File: src/rtl/parity_frame_ctrl.sv
// ============================================================================
// parity_frame_ctrl : serial framer (start, DATA_W bits LSB first, parity, stop)
// Optional macro PARITY_ODD_EN selects odd parity; even parity otherwise.
// Revision: 1.0
// ============================================================================
`timescale 1ns/1ps
`default_nettype none

module parity_frame_ctrl #(
  parameter int DATA_W     = 8,
  parameter int BIT_CYCLES = 4
) (
  input  logic              clk_in,
  input  logic              rst_n_in,
  input  logic [DATA_W-1:0] data_in,
  input  logic              valid_in,
  output logic              ready,
  output logic              tx_out,
  output logic              busy,
  output logic              frame_done
);

  localparam int CNT_W = (BIT_CYCLES > 1) ? $clog2(BIT_CYCLES) : 1;
  localparam int IDX_W = (DATA_W > 1) ? $clog2(DATA_W) : 1;
  localparam logic [CNT_W-1:0] CNT_LAST = CNT_W'(BIT_CYCLES - 1);
  localparam logic [IDX_W-1:0] IDX_LAST = IDX_W'(DATA_W - 1);

  typedef enum logic [2:0] {
    ST_IDLE   = 3'd0,
    ST_START  = 3'd1,
    ST_DATA   = 3'd2,
    ST_PARITY = 3'd3,
    ST_STOP   = 3'd4
  } state_t;

  state_t            state;
  logic [CNT_W-1:0]  bit_cnt;
  logic [IDX_W-1:0]  bit_idx;
  logic [DATA_W-1:0] shift_reg;
  logic              parity_bit;
  logic              parity_calc;
  logic              bit_end;

`ifdef PARITY_ODD_EN
  assign parity_calc = ~(^data_in);
`else
  assign parity_calc = ^data_in;
`endif

  assign bit_end = (bit_cnt == CNT_LAST);

  // tx_out is registered one state ahead: each transition loads the next bit.
  always_ff @(posedge clk_in or negedge rst_n_in) begin
    if (!rst_n_in) begin
      state      <= ST_IDLE;
      bit_cnt    <= '0;
      bit_idx    <= '0;
      shift_reg  <= '0;
      parity_bit <= 1'b0;
      tx_out     <= 1'b1;
      ready      <= 1'b1;
      busy       <= 1'b0;
      frame_done <= 1'b0;
    end else begin
      frame_done <= 1'b0;
      if (state != ST_IDLE) begin
        bit_cnt <= bit_end ? '0 : bit_cnt + 1'b1;
      end
      case (state)
        ST_IDLE: begin
          if (valid_in) begin
            state      <= ST_START;
            tx_out     <= 1'b0;
            ready      <= 1'b0;
            busy       <= 1'b1;
            shift_reg  <= data_in;
            parity_bit <= parity_calc;
            bit_cnt    <= '0;
            bit_idx    <= '0;
          end
        end
        ST_START: begin
          if (bit_end) begin
            state     <= ST_DATA;
            tx_out    <= shift_reg[0];
            shift_reg <= shift_reg >> 1;
          end
        end
        ST_DATA: begin
          if (bit_end) begin
            if (bit_idx == IDX_LAST) begin
              state  <= ST_PARITY;
              tx_out <= parity_bit;
            end else begin
              bit_idx   <= bit_idx + 1'b1;
              tx_out    <= shift_reg[0];
              shift_reg <= shift_reg >> 1;
            end
          end
        end
        ST_PARITY: begin
          if (bit_end) begin
            state  <= ST_STOP;
            tx_out <= 1'b1;
          end
        end
        ST_STOP: begin
          if (bit_end) begin
            state      <= ST_IDLE;
            ready      <= 1'b1;
            busy       <= 1'b0;
            frame_done <= 1'b1;
          end
        end
        default: begin
          state  <= ST_IDLE;
          tx_out <= 1'b1;
          ready  <= 1'b1;
          busy   <= 1'b0;
        end
      endcase
    end
  end

endmodule

`default_nettype wire

File: config.mk
export PLATFORM = sky130hd
export DESIGN_NAME = parity_frame_ctrl
export DESIGN_NICKNAME = d
export VERILOG_FILES = /design/src/rtl/parity_frame_ctrl.sv
export SDC_FILE = /design/constraint.sdc
export NUM_CORES = 1
export LEC_CHECK = 0
export ABC_AREA = 1
export BUFFER_PORTS_ARGS = -buffer_cell sky130_fd_sc_hd__buf_2
export CORE_MARGIN = 8
export CORE_UTILIZATION = 35
export CTS_CLUSTER_SIZE = 40
export DETAILED_ROUTE_END_ITERATION = 8
export GPL_ROUTABILITY_DRIVEN = 0
export PLACE_DENSITY = 0.55
export SKIP_CTS_REPAIR_TIMING = 1
export SLEW_MARGIN = 40
export SYNTH_ARGS = -nofsm -noshare
export SYNTH_HDL_FRONTEND = slang
export SYNTH_SLANG_ARGS = --single-unit
File: constraint.sdc
create_clock -name clk_in -period 1.9 [get_ports clk_in]
set_input_delay 0.095 -clock clk_in [delete_from_list [all_inputs] [get_ports clk_in]]
set_output_delay 0.095 -clock clk_in [all_outputs]
set_load 0.01 [all_outputs]
* Yosys cells after proc, flatten, opt, wreduce, memory -nomap -nowiden
Cells that the tools add are included.
Word-level totals: word-level logic and storage cells 70, output and inout bits 4, register bits 21, bits of input ports 11
Cells by class: bitwise logic cells 2, muxes and demuxes 32, eq/ne operators 13, add/subtract/negate cells 2, reduce and logical (&&, ||, !) cells 12
Operators with widths (number):
- 8-bit 2-to-1 mux | 4
- 3-bit 2-to-1 mux | 9
- 8-bit case mux with 3 select lines | 1
- 3-bit case mux with 5 select lines | 1
- 2-bit != test (second input constant) | 7
- 5-bit AND reduction | 2
- 1-bit 2-to-1 mux | 9
- 2-bit 2-to-1 mux | 4
- 8-bit XOR reduction | 1
- 3-bit by 2-bit == test with 1-bit output (second input constant) | 2
- 3-bit == test (second input constant) | 2
- 1-bit case mux with 3 select lines | 2
- 3-bit case mux with 2 select lines | 1
- 6-bit AND reduction | 1
- 3-bit nonzero test | 2
- 1-bit case mux with 5 select lines | 1
- 4-bit AND reduction | 1
- 3-bit by 1-bit adder with 3-bit output (second input constant) | 1
- 3-bit by 1-bit == test with 1-bit output (second input constant) | 1
- 3-bit logical NOT | 1
- 3-bit AND reduction | 1
- 3-bit OR reduction | 1
- 2-bit by 1-bit adder with 2-bit output (second input constant) | 1
- 2-bit == test (second input constant) | 1
- other kinds (3) | 4

* Depth between registers and ports, before layout
word-level depth 5, depth in mapped cells 9, mapped depth without buffers 9

* Worst setup path after synthesis
Ideal clock, no wire load.
kind reg-to-reg, start register bit_idx[0], end register shift_reg[0], setup time 0.065 ns, cell stages (with the launch flop) 8, required time 1.835 ns, arrival 1.264 ns, setup slack 0.571 ns, clock period less this slack 1.329 ns, buffers on the path 0, cells stage by stage dfrtp_1 -> ha_1 -> ha_1 -> nand2_1 -> nand3_1 -> nor2_8 -> nand2_1 -> nand2_1
On the way: word-level cells in the longest chain between the ends 3
RTL lines:
- start: declaration | line 38 | logic [IDX_W-1:0] bit_idx;
- start signal: assignment | line 95 | bit_idx <= bit_idx + 1'b1;
- 3-bit == test | line 91 | if (bit_idx == IDX_LAST) begin
- 2-bit != test (no source line)
- 5-bit AND reduction (no source line)
- end signal: assignment | line 76 | shift_reg <= data_in;
- end signal: assignment | line 86 | shift_reg <= shift_reg >> 1;
- end signal: assignment | line 97 | shift_reg <= shift_reg >> 1;
- end: declaration | line 39 | logic [DATA_W-1:0] shift_reg;
No other way between the ends. A chain may end at the register's enable or synchronous reset.

* Worst setup path after layout
start register state[1], end register parity_bit
On the way: word-level cells in the longest chain between the ends 2
RTL lines:
- start: declaration | line 36 | state_t state;
- start signal: assignment | line 55 | state <= ST_IDLE;
- start signal: assignment | line 72 | state <= ST_START;
- start signal: assignment | line 84 | state <= ST_DATA;
- 3-bit logical NOT | line 69 | case (state)
- 2-bit AND reduction (no source line)
- end signal: assignment | line 77 | parity_bit <= parity_calc;
- end: declaration | line 40 | logic parity_bit;
No other way between the ends.

==> impl_metrics.csv <==
group,metric,value,unit
synthesis,number_of_enable_type_register_cells_in_the_synthesized_netlist,0,
synthesis,synth.area.top_cells,"dfrtp_1 36%, nand2_1 23%, inv_1 6.5%, dfstp_2 4.0%, nand3_1 3.4%",
setup_path,regToRegEndpoint,"parity_bit",
layout,areaGrowthSynthToFinish,13.11,%
setup_path,timing.critical_path.fanout_max,5,
global_route,antenna_found_initial,0,
min_path,hold_crit_start,"data_in[7]",
synthesis,mappedNetlistArea,1326,sq um
synthesis,primary_flip_flop_cell_chosen_by_synthesis_mapping,"dfrtp_1",
synthesis,synth_top_area_cell,"dfrtp_1",
die,pin_count,15,
global_route,groute.usage.overall,9.293,%
timing,unrepaired_setup_endpoints_after_global_routing,"no",
synthesis,ys_ff_latch,21,
setup_path,worstSetupEndpointType,"register",
layout,antennaDiodeCount,0,
timing,worst_slew_margin_rel,68.30,%
route,dr_total_vias,1136,
setup_path,worst_ep_arrival_time,1630,ps
timing,post-route-period-util,77.43,%
synthesis,async_s_r_ff_share_synth,100.0,%
setup_path,launching_point_of_the_worst_reg2reg_path,"state[1]",
place,place_hpwl,2066,um
die,core,3661,sq um
place,post-place-cells,250,
place,port_buffers,14,
route,drc_markers,0,
synthesis,syn_avg_cell_area,7.017,sq um
setup_path,required,2060,ps
global_route,maximum_number_of_pins_on_one_net_before_global_route_repair,22,
cts,count_of_clock_tree_sinks,21,
timing,final-hold-violation-count,0,
power,power.static_leakage,0.0008478,uW
global_route,grt_first_pass_wirelength,4623,um
route,avgViaCountPerCell,4.455,
die,die_width,77.56,um
layout,final_net_count,222,
global_route,first_global_vias,1036,
cts,numCtsBuffers,3,
synthesis,synth.top_cell.area_share,35.85,%
min_path,holdPathStages,5,
die,dieArea,6015,sq um
cts,ctsLongestPathBuffers,2,
run,max_cap_check_violation_count,0,
route,dr.pass1.iters,4,
synthesis,syn_inst,189,
setup_path,startpoint_type,"register",
synthesis,netlist_top_cells_count,"81 x nand2_1, 23 x inv_1, 19 x dfrtp_1, 11 x nor2_1",
timing,fin_setup_tns,0,ps
synthesis,yosys_warnings,0,
layout,stdcell_count,255,
global_route,grt_overflow,0,
synthesis,yosysUniqueCellTypes,26,
route,route.final.wire_length,2603,um
min_path,hold_path_class,"in -> reg",
route,final_antenna_net_count,0,
timing,final_critical_period,1471,ps
setup_path,setup.worst_path.class,"reg -> reg",
die,die_h,77.56,um
timing,skew,4.158,ps
cts,clkLatencyLatePin,260,ps
route,1st_iter_drt_viols,64,
setup_path,ff2ff_setup_slack,430,ps
min_path,holdPathEnd,"shift_reg[7]",
layout,drive_above_1_share,16.91,%
cts,htree_num_levels,1,
timing,maxClockFrequency,679.7,MHz
layout,largest_register_ffs,8,
run_status,status,"complete, no violations",
cts,clock-root-buffer,"clkbuf_8",
synthesis,synthMostInstantiatedCell,"nand2_1",
die,placementRows,22,
cts,cts.clk_slew.worst_paths,80,ps
timing,worst_pin_slew,475.5,ps
layout,layout.core_utilization,40.98,%
power,max-vdd-ir-drop,0.0005380,V
synthesis,synth_nets,203,
cts,tritoncts_clock_tree,"done",
timing,setup-violations-final,0,
timing,timing_max_transition_violations_final,0,
route,wl_per_cell,10.21,um
die,effective_utilization_at_floorplan,36.23,%
power,cellPowerDensity,1798,nW/um^2
setup_path,reg2regPathDepth,8,
synthesis,yosysSeqAreaShare,39.81,%
## cell type report
class / count / area [sq um]
Sequential cell: 21 / 528.0
Inverter: 28 / 105.1
Fill cell: 387 / 2161
Multi-Input combinational cell: 139 / 681.9
Tap cell: 48 / 60.06
Timing Repair Buffer: 15 / 80.08
Clock buffer: 4 / 45.04
## metal layers
layer	vias up	share of wire, %	GRT usage (%)
met5	-	0	0
met4	0	2.8	5.660
met3	5	2.6	1.613
met2	22	42	14.57
met1	493	52	11.63
li1	616	-	-
## kinds of logic (layout without fill, tap and decap cells)
kind of cell	count (synthesis)	after routing	synth area share, %
compound gates	19	19	8.113
xor+xnor	2	2	1.321
simple gates	115	115	39.15
fa+ha+maj	3	3	2.830
flops	21	21	39.81
buf+inv	29	47	8.773
## worst max path at each step
stage / from / to / slack [ps] / cells after the start
2_1_floorplan: bit_idx[0] / shift_reg[0] / 570 / 7
3_5_place_dp: state[1] / parity_bit / 430 / 8
5_1_grt: state[1] / parity_bit / 240 / 8
3_3_place_gp: state[1] / parity_bit / 440 / 8
4_1_cts: state[1] / parity_bit / 420 / 8
6_report: state[1] / parity_bit / 430 / 8
## power breakdown
part           total, uW  switching (uW)  internal [uW]
combinational       1590            1040            546
sequential           818             153            665
clock                294             144            150
total               2700            1340           1360
## worst max-delay path, stage by stage, from the launching register on
cell	delay [ps]
dfrtp_1	440
inv_1	150
nand2_2	110
nor2_2	160
inv_2	80
nor2_1	220
inv_1	90
nand2_1	60
nand2_1	50
## cells in the final DEF, fill, tap and decap left out
| master | instances |
|---|---|
| xnor2_1 | 2 |
| dfstp_2 | 2 |
| nand4_1 | 2 |
| inv_2 | 4 |
| nor2_2 | 1 |
| a21oi_2 | 1 |
| ha_1 | 3 |
| o21ai_0 | 5 |
| nand2_2 | 3 |
| o21ai_1 | 9 |
| nand2_1 | 81 |
| nand3_2 | 1 |
| clkinv_1 | 1 |
| buf_2 | 14 |
| nand3_1 | 9 |
| nor2_4 | 2 |
| clkbuf_8 | 3 |
| a22o_1 | 1 |
| inv_1 | 23 |
| dfrtp_1 | 19 |
| dlygate4sd3_1 | 1 |
| nor2_8 | 1 |
| nor3_1 | 1 |
| o21a_1 | 1 |
| a21oi_1 | 1 |
| a21boi_1 | 1 |
| nor2_1 | 11 |
| clkbuf_1 | 1 |
| nand2_4 | 3 |
## metrics by stage
| step | power, uW | instance area (sq um) | hold WS (ps) | worst slack (ps) |
|---|---|---|---|---|
| 6_report | 2697 | 1500 | 167.4 | 428.8 |
| 5_1_grt | 2982 | 1500 | 195.8 | 236.4 |
| 4_1_cts | 2734 | 1490 | -205.3 | 416.5 |
| 3_5_place_dp | 2432 | 1445 | 83.10 | 430.7 |
| 3_3_place_gp | 2417 | 1445 | 85.16 | 443.0 |
| 2_1_floorplan | 2118 | 1326 | -200.6 | 571.1 |
Note: power is estimated with default switching activity, not from simulation.
